File: config.mk
export PLATFORM = sky130hd
export DESIGN_NAME = instr_fetch_unit
export DESIGN_NICKNAME = d
export VERILOG_FILES = /design/src/rtl/mips_defs_pkg.sv /design/src/rtl/next_pc_logic.sv /design/src/rtl/instr_fetch_unit.sv
export SDC_FILE = /design/constraint.sdc
export NUM_CORES = 1
export LEC_CHECK = 0
export CAP_MARGIN = 20
export CORE_MARGIN = 2
export CORE_UTILIZATION = 47
export CTS_CLUSTER_SIZE = 28
export DETAILED_ROUTE_END_ITERATION = 12
export GPL_TIMING_DRIVEN = 0
export HOLD_SLACK_MARGIN = 0.12
export MAX_ROUTING_LAYER = met4
export PLACE_DENSITY = 0.88
export SLEW_MARGIN = 20
export SYNTH_ARGS = -nofsm -noshare
export SYNTH_HDL_FRONTEND = slang
export SYNTH_SLANG_ARGS = --single-unit
File: constraint.sdc
create_clock -name clk -period 5.5 [get_ports clk]
set_input_delay 1.1 -clock clk [delete_from_list [all_inputs] [get_ports clk]]
set_output_delay 1.1 -clock clk [all_outputs]
set_load 0.01 [all_outputs]
File: src/rtl/mips_defs_pkg.sv
// Shared MIPS definitions: opcodes, fetch FSM encodings and the default reset PC.
package mips_defs_pkg;

    localparam logic [5:0] OP_RTYPE = 6'b000000;
    localparam logic [5:0] OP_ADDI  = 6'b001000;
    localparam logic [5:0] OP_BEQ   = 6'b000100;
    localparam logic [5:0] OP_J     = 6'b000010;
    localparam logic [5:0] OP_LW    = 6'b100011;
    localparam logic [5:0] OP_SW    = 6'b101011;

    localparam logic [31:0] DEFAULT_RESET_PC = 32'h0000_0000;

    typedef enum logic {
        FETCH = 1'b0,
        HOLD  = 1'b1
    } fetch_state_t;

endpackage

File: src/rtl/next_pc_logic.sv
// Next-PC selection: jump beats taken branch beats sequential; purely combinational.
module next_pc_logic (
    input  logic [31:0] pc_plus4,
    input  logic        jump,
    input  logic [25:0] jump_target,
    input  logic        branch_taken,
    input  logic [31:0] branch_offset,
    output logic [31:0] next_pc
);

    always_comb begin
        next_pc = pc_plus4;
        if (jump) begin
            next_pc = {pc_plus4[31:28], jump_target, 2'b00};
        end else if (branch_taken) begin
            // Offset is in words; the shift drops its top two bits, matching 32-bit wrap.
            next_pc = pc_plus4 + {branch_offset[29:0], 2'b00};
        end
    end

endmodule

File: src/rtl/instr_fetch_unit.sv
// PC holder and fetch FSM: memory response in cycle N gives instr_valid in N+1; accept in M requests next PC in M+1.
// Backpressure: instruction held in HOLD (no new request) until instr_ready; memory may stall FETCH indefinitely.
module instr_fetch_unit
    import mips_defs_pkg::*;
#(
    parameter logic [31:0] RESET_PC = DEFAULT_RESET_PC
) (
    input  logic        clk,
    input  logic        reset_n,
    output logic        imem_req,
    output logic [31:0] imem_addr,
    input  logic [31:0] imem_rdata,
    input  logic        imem_valid,
    output logic [31:0] instr,
    output logic [5:0]  op,
    output logic        instr_valid,
    input  logic        instr_ready,
    output logic [31:0] pc,
    output logic [31:0] pc_plus4,
    input  logic        branch_taken,
    input  logic [31:0] branch_offset,
    input  logic        jump,
    input  logic [25:0] jump_target
);

    fetch_state_t state;
    logic [31:0]  next_pc;

    assign pc_plus4  = pc + 32'd4;
    assign imem_addr = pc;
    assign op        = instr[31:26];

    next_pc_logic u_next_pc (
        .pc_plus4      (pc_plus4),
        .jump          (jump),
        .jump_target   (jump_target),
        .branch_taken  (branch_taken),
        .branch_offset (branch_offset),
        .next_pc       (next_pc)
    );

    always_ff @(posedge clk) begin
        if (!reset_n) begin
            state       <= FETCH;
            pc          <= {RESET_PC[31:2], 2'b00};
            instr       <= '0;
            instr_valid <= 1'b0;
            imem_req    <= 1'b0;
        end else begin
            case (state)
                FETCH: begin
                    // Only out of reset is req low here; a response counts only against a live request.
                    if (!imem_req) begin
                        imem_req <= 1'b1;
                    end else if (imem_valid) begin
                        instr       <= imem_rdata;
                        instr_valid <= 1'b1;
                        imem_req    <= 1'b0;
                        state       <= HOLD;
                    end
                end
                HOLD: begin
                    if (instr_ready) begin
                        pc          <= next_pc;
                        instr       <= '0;
                        instr_valid <= 1'b0;
                        imem_req    <= 1'b1;
                        state       <= FETCH;
                    end
                end
                default: state <= FETCH;
            endcase
        end
    end

endmodule

; Word level (Yosys, flattened, before mapping)
; Cells that the tools add are included.
[op_classes]
n_addsub = 2
n_eq_ne = 3
n_mux = 18
bitwise = 1
reduce_logical = 2
[ops]
columns = operator, count
row1 = 2-to-1 mux 32 bit, 5
row2 = case mux 32 bit (2 select lines), 1
row3 = adder 32 x 3 -> 32 bit (second input constant), 1
row4 = adder 32 bit, 1
row5 = 2-to-1 mux 1 bit, 9
row6 = inequality test 2 bit (second input constant), 3
row7 = case mux 1 bit (2 select lines), 3
row8 = AND reduction 3 bit, 1
row9 = AND reduction 2 bit, 1
row10 = NOT 1 bit, 1
[totals]
regBits = 67
inputBits = 96
output_inout_bits = 136
elab_cells = 31

; Longest topological paths before layout
; Gate-level depths: netlist of run 1.
[depth]
depth_word = 4
ltp_mapped = 17

; Modules after synthesis
; A second synthesis of run 1 with hierarchy kept.
[unflattened]
cells_unflattened = 717
hier_area_um2 = 5447.7
[modules_own_cells]
columns = mod, instances, cells_per_inst, area_each_um2, seq_area_each_um2
row1 = instr_fetch_unit, 1, 405, 3339.5, 1341.3
row2 = next_pc_logic, 1, 312, 2108.3, 0.0

; Worst setup path before layout of run 1
; Ideal clock, no wire load.
[synth_timing]
path_type = reg2reg
from = register pc[2] (netlist: imem_addr[2])
to = register pc[31] (netlist: imem_addr[31])
t_arrival_ns = 3.898
required_time_ns = 5.428
path_slack_ns = 1.530
stages_incl_launch_ff = 18
n_path_buf = 0
path_cell_list = dfxtp_1 -> ha_1 -> nand4_1 -> nor2_1 -> nand2_1 -> nor2_1 -> xor2_1 -> ha_1 -> a21oi_2 -> a21oi_2 -> o211a_1 -> and4_4 -> a221oi_2 -> o211ai_2 -> o31ai_2 -> mux2i_1 -> mux2i_1 -> mux2i_1
[synth_between]
elab_chain_len = 4
[synth_lines]
columns = item, line_no
row1 = start: declaration, instr_fetch_unit.sv:18  ; output logic [31:0] pc,
row2 = start signal: assignment, instr_fetch_unit.sv:45  ; pc <= {RESET_PC[31:2], 2'b00};
row3 = start signal: assignment, instr_fetch_unit.sv:64  ; pc <= next_pc;
row4 = adder 32 x 3 -> 32 bit, instr_fetch_unit.sv:29  ; assign pc_plus4 = pc + 32'd4;
row5 = via pc_plus4[18], instr_fetch_unit.sv:19  ; output logic [31:0] pc_plus4,
row6 = adder 32 bit, next_pc_logic.sv:17  ; next_pc = pc_plus4 + {branch_offset[29:0], 2'b00};
row7 = 2-to-1 mux 32 bit, next_pc_logic.sv:15  ; end else if (branch_taken) begin
row8 = 2-to-1 mux 32 bit, next_pc_logic.sv:13  ; if (jump) begin
; The timed path passes the listed nets, and every way through them passes these cells.
; A chain may end at the register's enable or synchronous reset.

; Worst setup path after layout of run 1
[layout_timing]
from = register pc[2] (netlist: imem_addr[2])
to = register pc[31] (netlist: imem_addr[31])
[layout_between]
elab_chain_len = 4
[layout_lines]
columns = item, line_no
row1 = adder 32 x 3 -> 32 bit (*), instr_fetch_unit.sv:29
row2 = adder 32 bit, next_pc_logic.sv:17
row3 = 2-to-1 mux 32 bit, next_pc_logic.sv:15
row4 = 2-to-1 mux 32 bit (*), next_pc_logic.sv:13
; Every way passes the cells marked *; elsewhere a longest branch is shown, timed or not.

==> impl_metrics.csv, run 1 <==
group,metric,value,unit
status,outcome,"completed",
critical_path,reg2reg_from,"imem_addr[2]",
placement,gp_congestion,0.910,
logic_synthesis,synth_seq_cells,65,
logic_synthesis,syn_avg_cell_area,7.68,µm²
clocking,cts.repair.resized,0,
logic_synthesis,synth_top_area_frac,0.244,
floorplanning,initial_core_util,0.487,
clocking,clk_path_buf_depth,2,
logic_synthesis,syn_inst,693,
clocking,cts_setup_buffers,0,
critical_path,rrSetupSlack,930,ps
critical_path,crit_slowest_cell,"dfxtp_1",
hold_path,whs_endpoint,"instr[17]",
hold_path,min_path_cells,2,
critical_path,critical_path.top_delay_family,"simple AND/OR/NAND/NOR gates",
finish,drive_above_1_share,0.0791,
sta,hold_viol_final,0,
finish,nets,1064,
grt,antenna_found_initial,0,
sta,clock.fmax,0.219,GHz
clocking,cts_hold_buffers,0,
placement,portBuffers,222,
drt,drc,0,
critical_path,reg2reg_depth,16,
finish,area_delta_synth_final,51.0,%
logic_synthesis,synth_xor_area_frac,0.0855,
clocking,cts_tree,"built",
sta,period_share,0.830,
critical_path,start_kind,"register",
floorplanning,io_pins,232,
clocking,clkLatencyLatePin,330,ps
floorplanning,core_area,10900,µm²
floorplanning,die-area,12200,µm²
finish,nFillCells,856,
clocking,root_buffer,"clkbuf_16",
critical_path,end_kind,"register",
logic_synthesis,synthFlopType,"dfxtp_1",
power_and_ir_drop,vdd_drop_max,0.193,mV
logic_synthesis,ys_seq_area_frac,0.244,
logic_synthesis,synth_most_common_cell,"nand2_1",
sta,setup_ws,934,ps
floorplanning,rows,38,
drt,vias,5972,
logic_synthesis,synth.distinct_cells,60,
logic_synthesis,synthAdderAreaFrac,0.0883,
critical_path,crit_required,5760,ps
logic_synthesis,synth_enable_flop_cells,0,
logic_synthesis,yosys.area_share.simple,0.222,
drt,first_iter_violations,306,
logic_synthesis,netlist_area,5330,µm²
power_and_ir_drop,total_power,1.47,mW
logic_synthesis,async_reset_ff_frac,0,
floorplanning,die_h,110,µm
logic_synthesis,synth_top_family_by_area,"compound AO/OA/AOI/OAI gates",
drt,antenna_left,0,
finish,final_core_util,0.735,
grt,grt_max_degree,11,
placement,pre_cts_ws,1010,ps
logic_synthesis,synth_compound_area_frac,0.240,
finish,design_area,8040,µm²
critical_path,critPathArrivalTime,4820,ps
sta,worst_pin_slew,633,ps
logic_synthesis,synth.area.mux_share,0.0226,
logic_synthesis,yosys.area.top_type,"dfxtp_1",
clocking,cts_buffers,9,
clocking,cts_htree_levels,3,
sta,slew_viol_final,0,
floorplanning,die_w,110,µm
sta,skew,4.07,ps
critical_path,worst_r2r_endpoint,"imem_addr[31]",
critical_path,worst-setup-path-type,"reg2reg",
logic_synthesis,yosysWarnings,0,
grt,grt_pass1_vias,5817,
placement,placed_cell_area,7740,µm²
clocking,cts.sinks,65,
hold_path,min-delay-start,"instr[17]",
sta,max-slew-margin-rel,0.578,
critical_path,worst-path-max-fanout,9,
drt,wl_per_cell,17.0,µm
finish,diodes,0,
logic_synthesis,synthTopCellsByCount,"nand2_1 (88), dfxtp_1 (65), nand3_1 (59), buf_4 (42), nor2_1 (41)",
grt,grt_use_total,0.299,
sta,finalCriticalPeriod,4570,ps
hold_path,min_path_type,"reg2reg",
sta,finalSetupTns,0,ps
drt,dr.pass1.iters,5,
clocking,cts.clk_slew.worst_paths,60,ps
grt,gr-total-overflow,0,
logic_synthesis,ys_top_cells_by_area,"dfxtp_1 (24%), ha_1 (8.5%), nand2_1 (6.2%)",
critical_path,cpPeakStageDelay,500,ps
sta,setup_violations,0,
placement,place.detailed.hpwl,14400,µm
run,drv_cap,0,
drt,drt-vias-per-instance,5.56,
critical_path,crit_buf_inv,0,
critical_path,crit_top_cell,"mux2i_1",
drt,wirelength,18200,µm
grt,grt_pass1_wl,29200,µm
critical_path,worstPathCellList,"ha_1 -> nand4_1 -> nor2_1 -> nand2_1 -> nor2_1 -> xor2_1 -> ha_1 -> a21oi_2 -> or2b_1 -> nand4b_2 -> a221oi_2 -> o211ai_2 -> o31ai_2 -> mux2i_1 -> mux2i_1 -> mux2i_1",
sta,rsz0062_at_grt,"no",
power_and_ir_drop,p_leak,3.31,nW
power_and_ir_drop,power.density,183,nW/µm²
cell usage in the layout, fill, tap and decap left out, types with 8 or more instances in the layout:
cell type	count
a211oi_1	11
a21boi_0	37
a21o_1	14
a21oi_1	37
and2_1	9
buf_4	42
clkbuf_1	32
clkbuf_16	9
clkdlybuf4s50_1	222
dfxtp_1	65
ha_1	36
inv_1	13
mux2i_1	12
nand2_1	88
nand3_1	59
nand4_1	11
nor2_1	41
nor2b_1	8
o211a_1	8
o21ai_0	30
xnor2_1	30
xor2_1	22
power by group:
group	internal, mW	switching (mW)
registers	0.490	0.0203
logic	0.204	0.182
clock network	0.373	0.202
total	1.07	0.404
layout make-up:
cell class | count | area [µm²] | share of cell area
tap | 140 | 175 | 0.0218
clock buffer | 13 | 260 | 0.0324
sequential | 65 | 1300 | 0.162
timing repair buffer | 222 | 2220 | 0.276
clock inverter | 2 | 37.5 | 0.00467
inverter | 13 | 48.8 | 0.00607
buffer | 80 | 467 | 0.0581
multi-input combinational | 540 | 3530 | 0.439
sequential cells by signal (all words and copies together) (netlist names):
register and flops:
instr 32, instr_valid 1, imem_req 1, imem_addr 30, state 1
cell families after synthesis:
group	count (synthesis)
xor gates and xnor gates	52
buffers and inverters	93
and+or+nand+nor	248
adders and majority gates	37
DFF	65
muxes	12
AOI/OAI and AO/OA	185
other	1
metal layers:
layer,track usage,vias to the layer above,routed length [µm]
li1,-,2883,-
met1,0.358,2757,7390
met2,0.504,299,8890
met3,0.0626,33,1600
met4,0.0908,0,357
met5,-,-,0
worst reg2reg max path: cells and delay by family (launching register included):
family | cells | cell delay (ps)
AOI/OAI and AO/OA | 4 | 970
xor gates and xnor gates | 1 | 270
adders and majority gates | 2 | 620
DFF | 1 | 500
and+or+nand+nor | 6 | 1480
muxes | 3 | 660
worst max path at each step:
stage	endpoint	cells past startpoint	startpoint	slack [ps]
2_1_floorplan	imem_addr[31]	17	imem_addr[2]	1530
3_3_place_gp	imem_addr[31]	16	imem_addr[2]	1080
3_5_place_dp	imem_addr[31]	16	imem_addr[2]	1010
4_1_cts	imem_addr[31]	16	imem_addr[2]	980
5_1_grt	imem_addr[31]	16	imem_addr[2]	640
6_report	imem_addr[31]	16	imem_addr[2]	930
metrics by stage:
stage | hold slack, ps | std cells
final | 472 | 1075
after global routing | 504 | 1075
after CTS | 475 | 1075
after detailed placement | 469 | 1060
after global placement | 460 | 1060
after floorplan | 499 | 698
Power figures use the tool's default switching activity.
==> run 2, diff against run 1 <==
--- a/config.mk
+++ b/config.mk
@@ -7,13 +7,13 @@
 export LEC_CHECK = 0
 export CAP_MARGIN = 20
 export CORE_MARGIN = 2
-export CORE_UTILIZATION = 47
+export CORE_UTILIZATION = 39
 export CTS_CLUSTER_SIZE = 28
 export DETAILED_ROUTE_END_ITERATION = 12
 export GPL_TIMING_DRIVEN = 0
 export HOLD_SLACK_MARGIN = 0.12
 export MAX_ROUTING_LAYER = met4
-export PLACE_DENSITY = 0.88
+export PLACE_DENSITY = 0.78
 export SLEW_MARGIN = 20
 export SYNTH_ARGS = -nofsm -noshare
 export SYNTH_HDL_FRONTEND = slang
==> constraint.sdc (replaced) <==
create_clock -name clk -period 3.95 [get_ports clk]
set_input_delay 0.79 -clock clk [delete_from_list [all_inputs] [get_ports clk]]
set_output_delay 0.79 -clock clk [all_outputs]
set_load 0.01 [all_outputs]
==> impl_metrics.csv, run 2 (synthesis gave the netlist of run 1 again) <==
group,metric,value,unit
status,outcome,"completed",
placement,gp_congestion,0.892,
finish,final_cell_mix,"clkdlybuf4s50_1 (222), nand2_1 (86), buf_4 (61)",
grt,grt_use_total,0.258,
clocking,cts_htree_levels,3,
floorplanning,initial_core_util,0.401,
clocking,cts.clk_slew.worst_paths,60,ps
grt,grt_pass1_wl,29000,µm
placement,portBuffers,222,
critical_path,worst-path-max-fanout,6,
sta,finalSetupTns,0,ps
floorplanning,die-area,14600,µm²
drt,wl_per_cell,16.8,µm
sta,setup_violations,0,
finish,area_delta_synth_final,61.5,%
critical_path,worst-setup-path-type,"reg2reg",
sta,max-slew-margin-rel,0.514,
sta,worst_pin_slew,730,ps
drt,wl_met2,9190,µm
critical_path,start_kind,"register",
clocking,clkLatencyLatePin,320,ps
clocking,cts_tree,"built",
drt,top_layer,"met4",
critical_path,critPathArrivalTime,4170,ps
sta,skew,5.08,ps
drt,drc,0,
drt,first_iter_violations,496,
grt,grt_pass1_vias,5636,
drt,vias,6044,
critical_path,crit_required,4210,ps
drt,dr.pass1.iters,5,
power_and_ir_drop,total_power,2.06,mW
clocking,cts_buffers,9,
drt,wl_met3,1600,µm
clocking,cts.sinks,65,
finish,layout.cells.most_common,"clkdlybuf4s50_1",
sta,slew_viol_final,0,
clocking,root_buffer,"clkbuf_16",
finish,diodes,0,
sta,finalCriticalPeriod,3910,ps
drt,drt-vias-per-instance,5.34,
finish,nFillCells,1146,
floorplanning,die_h,121,µm
power_and_ir_drop,vdd_drop_max,0.276,mV
critical_path,reg2reg_depth,16,
sta,clock.fmax,0.256,GHz
grt,antenna_found_initial,0,
clocking,cts_hold_buffers,0,
drt,antenna_left,0,
drt,wl_met1,7810,µm
finish,drive_above_1_share,0.154,
sta,hold_viol_final,0,
critical_path,end_kind,"register",
hold_path,min_path_type,"reg2reg",
finish,top_register,"instr",
floorplanning,io_pins,232,
power_and_ir_drop,power.density,240,nW/µm²
finish,final_core_util,0.647,
run,drv_cap,0,
drt,wirelength,19100,µm
floorplanning,die_w,121,µm
clocking,clk_path_buf_depth,2,
grt,grt_max_degree,12,
sta,period_share,0.991,
placement,place.detailed.hpwl,14500,µm
finish,largest_register_ffs,32,
floorplanning,rows,42,
hold_path,min_path_cells,2,
placement,placed_cell_area,7790,µm²
sta,rsz0062_at_grt,"yes",
finish,nets,1083,
power_and_ir_drop,p_leak,3.53,nW
grt,gr-total-overflow,0,
finish,design_area,8600,µm²
floorplanning,core_area,13300,µm²
## run 2: worst paths after layout
path / slack (ps) / endpoint / startpoint
max: 40 / imem_addr[31] / imem_addr[9]
max reg2reg: 40 / imem_addr[31] / imem_addr[9]
min reg2reg: 470 / instr[2] / instr[2]
min: 470 / instr[2] / instr[2]
## run 2: area by class of cell
class	instances	area, µm²	area share
clock buffers	11	243	0.0282
repair buffers	242	2380	0.276
well taps	176	220	0.0256
plain buffers	79	469	0.0545
flip-flops and latches	65	1340	0.156
inverters	13	48.8	0.00567
clock inverters	5	55.1	0.00640
multi-input cells	540	3850	0.447
## run 2: routing by layer
metal / vias up / GRT usage
met2: 270 / 0.423
met3: 34 / 0.0573
li1: 2911 / -
met5: - / -
met4: 0 / 0.0887
met1: 2829 / 0.312
## run 2: worst max-delay path: stages, from the launching register on
cell and delay (ps):
dfxtp_4 380, nand4_1 190, buf_4 200, buf_6 110
nor2_4 190, nand3_1 160, xnor2_2 300, ha_4 270
a21o_1 190, o211a_1 260, and4_4 210, a221oi_4 270
o211ai_2 160, o31ai_2 280, mux2i_1 250, mux2i_1 230
mux2i_1 190
## run 2: timing repair
item | in CTS | in global routing
setup endpoints to repair | 9 | 2
gates cloned | 0 | 0
pin swaps | 6 | 17
buffers inserted | 5 | 15
gates resized for setup | 33 | 44
## run 2: per-stage QoR
step	setup WS, ps	hold slack, ps	instances
floorplan	26.9	499	698
global placement	-457	461	1096
detailed placement	-501	468	1096
CTS	14.6	475	1117
global route	-158	498	1131
finish	37.4	471	1131
## run 2: power by group
group | leakage (nW) | switching (mW) | total, mW | internal, mW
Sequential | 0.539 | 0.0289 | 0.708 | 0.679
Combinational | 2.85 | 0.262 | 0.563 | 0.301
Clock | 0.142 | 0.290 | 0.794 | 0.503
==> run 3, diff against run 2 <==
--- a/config.mk
+++ b/config.mk
@@ -6,14 +6,14 @@
 export NUM_CORES = 1
 export LEC_CHECK = 0
 export CAP_MARGIN = 20
-export CORE_MARGIN = 2
+export CORE_MARGIN = 5
 export CORE_UTILIZATION = 39
 export CTS_CLUSTER_SIZE = 28
 export DETAILED_ROUTE_END_ITERATION = 12
 export GPL_TIMING_DRIVEN = 0
 export HOLD_SLACK_MARGIN = 0.12
 export MAX_ROUTING_LAYER = met4
-export PLACE_DENSITY = 0.78
+export PLACE_DENSITY = 0.86
 export SLEW_MARGIN = 20
 export SYNTH_ARGS = -nofsm -noshare
 export SYNTH_HDL_FRONTEND = slang
==> impl_metrics.csv, run 3 (synthesis gave the netlist of run 1 again) <==
group,metric,value,unit
status,outcome,"completed",
finish,drive_above_1_share,0.163,
hold_path,min_path_type,"reg2reg",
floorplanning,die-area,16100,µm²
critical_path,critical_path.top_delay_family,"simple AND/OR/NAND/NOR gates",
critical_path,worstPathCellList,"and3_4 -> and3_4 -> and2_1 -> buf_4 -> and4_4 -> xor2_4 -> ha_1 -> a21o_1 -> or2b_1 -> nand4b_4 -> a221oi_4 -> o211ai_2 -> o31ai_2 -> mux2i_1 -> mux2i_1 -> mux2i_1",
grt,grt_use_total,0.248,
floorplanning,core_area,13300,µm²
sta,skew,8.68,ps
placement,gp_congestion,0.939,
critical_path,cpPeakStageDelay,410,ps
grt,antenna_found_initial,0,
power_and_ir_drop,vdd_drop_max,0.268,mV
run,drv_cap,0,
critical_path,start_kind,"register",
clocking,root_buffer,"clkbuf_16",
grt,grt_use_met2,0.417,
finish,final_core_util,0.657,
sta,max-slew-margin-rel,0.486,
drt,drt-vias-per-instance,5.42,
power_and_ir_drop,power.density,262,nW/µm²
finish,nFillCells,1132,
critical_path,crit_buf_inv,1,
clocking,clk_path_buf_depth,2,
finish,largest_register_ffs,32,
clocking,cts.clk_slew.worst_paths,60,ps
hold_path,min_path_cells,2,
placement,pre_cts_ws,-610,ps
hold_path,min-delay-start,"instr[3]",
finish,area_delta_synth_final,63.9,%
sta,rsz0062_at_grt,"yes",
sta,period_share,0.986,
sta,hold_viol_final,0,
critical_path,path_depth,16,
critical_path,reg2reg_from,"imem_addr[12]",
finish,nets,1090,
floorplanning,io_pins,232,
grt,gr-total-overflow,0,
grt,grt_max_degree,13,
floorplanning,die_w,127,µm
drt,drc,0,
critical_path,worst_r2r_endpoint,"imem_addr[31]",
drt,wl_per_cell,18.4,µm
critical_path,critPathArrivalTime,4140,ps
critical_path,rrSetupSlack,60,ps
sta,setup_violations,0,
grt,grt_use_met1,0.301,
drt,vias,6163,
drt,first_iter_violations,425,
sta,clock.fmax,0.257,GHz
critical_path,crit_required,4200,ps
sta,finalCriticalPeriod,3890,ps
clocking,cts.sinks,65,
sta,slew_viol_final,0,
grt,grt_pass1_vias,6100,
drt,wirelength,20900,µm
floorplanning,rows,42,
critical_path,crit_start,"imem_addr[12]",
finish,top_register,"instr",
critical_path,worst-setup-path-type,"reg2reg",
grt,grtUsageMet3,0.0567,
critical_path,worst-path-max-fanout,7,
critical_path,end_kind,"register",
finish,layout.cells.most_common,"clkdlybuf4s50_1",
power_and_ir_drop,p_leak,3.57,nW
drt,antenna_left,0,
clocking,cts_hold_buffers,0,
floorplanning,die_h,127,µm
sta,setup_ws,56.6,ps
finish,diodes,0,
clocking,cts_tree,"built",
placement,portBuffers,222,
floorplanning,initial_core_util,0.401,
placement,place.detailed.hpwl,15400,µm
grt,grt_pass1_wl,31200,µm
grt,grt_busiest_layer,"met2",
clocking,cts_htree_levels,3,
critical_path,crit_top_cell,"mux2i_1",
sta,finalSetupTns,0,ps
critical_path,reg2reg_depth,16,
sta,worst_pin_slew,771,ps
clocking,cts_buffers,9,
finish,final_cell_mix,"clkdlybuf4s50_1 (222), nand2_1 (87), buf_4 (70)",
clocking,clkLatencyLatePin,330,ps
critical_path,critical_path.endpoint,"imem_addr[31]",
critical_path,crit_slowest_cell,"dfxtp_4",
drt,dr.pass1.iters,5,
==> run 3: how the worst min path moves through the flow <==
stage / endpoint / slack [ps]
5_1_grt: instr[5] / 500
4_1_cts: instr[3] / 470
3_3_place_gp: instr[0] / 460
2_1_floorplan: instr[0] / 500
6_report: instr[3] / 470
3_5_place_dp: instr[3] / 470
==> run 3: area by class of cell <==
type	count	area, µm²	share of cell area
Buffer	79	465	0.0533
Clock inverter	6	138	0.0158
Clock buffer	10	239	0.0274
Timing Repair Buffer	249	2420	0.278
Tap cell	176	220	0.0252
Sequential cell	65	1340	0.153
Inverter	13	48.8	0.00559
Multi-Input combinational cell	540	3850	0.442
==> run 3: worst min-delay path: stages, from the launching register on <==
cell	delay, ps
dfxtp_1	300
nand3_1	50
a21boi_0	60
==> run 3: what timing repair did <==
item	CTS	global route
endpoints found under the setup margin	12	3
hold endpoints to repair	0	0
pin swaps	9	21
setup buffers	12	15
gates resized for setup	43	35
==> run 3: where the power goes <==
part | internal [mW] | leakage, nW | switching [mW] | total [mW]
Sequential | 0.680 | 0.538 | 0.0306 | 0.711
Combinational | 0.305 | 2.85 | 0.267 | 0.572
Clock | 0.701 | 0.183 | 0.307 | 1.01
==> run 3: metal layers <==
layer	up-vias	wire length, µm
li1	2922	-
met1	2896	8450
met2	315	10300
met3	30	1900
met4	0	307
met5	-	0
==> run 3: through the flow <==
| stage | cells | power (mW) | cell area [µm²] | hold slack, ps |
|---|---|---|---|---|
| CTS | 1123 | 2.27 | 8450 | 474 |
| global route | 1138 | 2.38 | 8730 | 496 |
| floorplan | 698 | 0.993 | 5350 | 499 |
| detailed placement | 1096 | 1.26 | 7790 | 467 |
| global placement | 1096 | 1.25 | 7790 | 459 |
| finish | 1138 | 2.29 | 8730 | 471 |
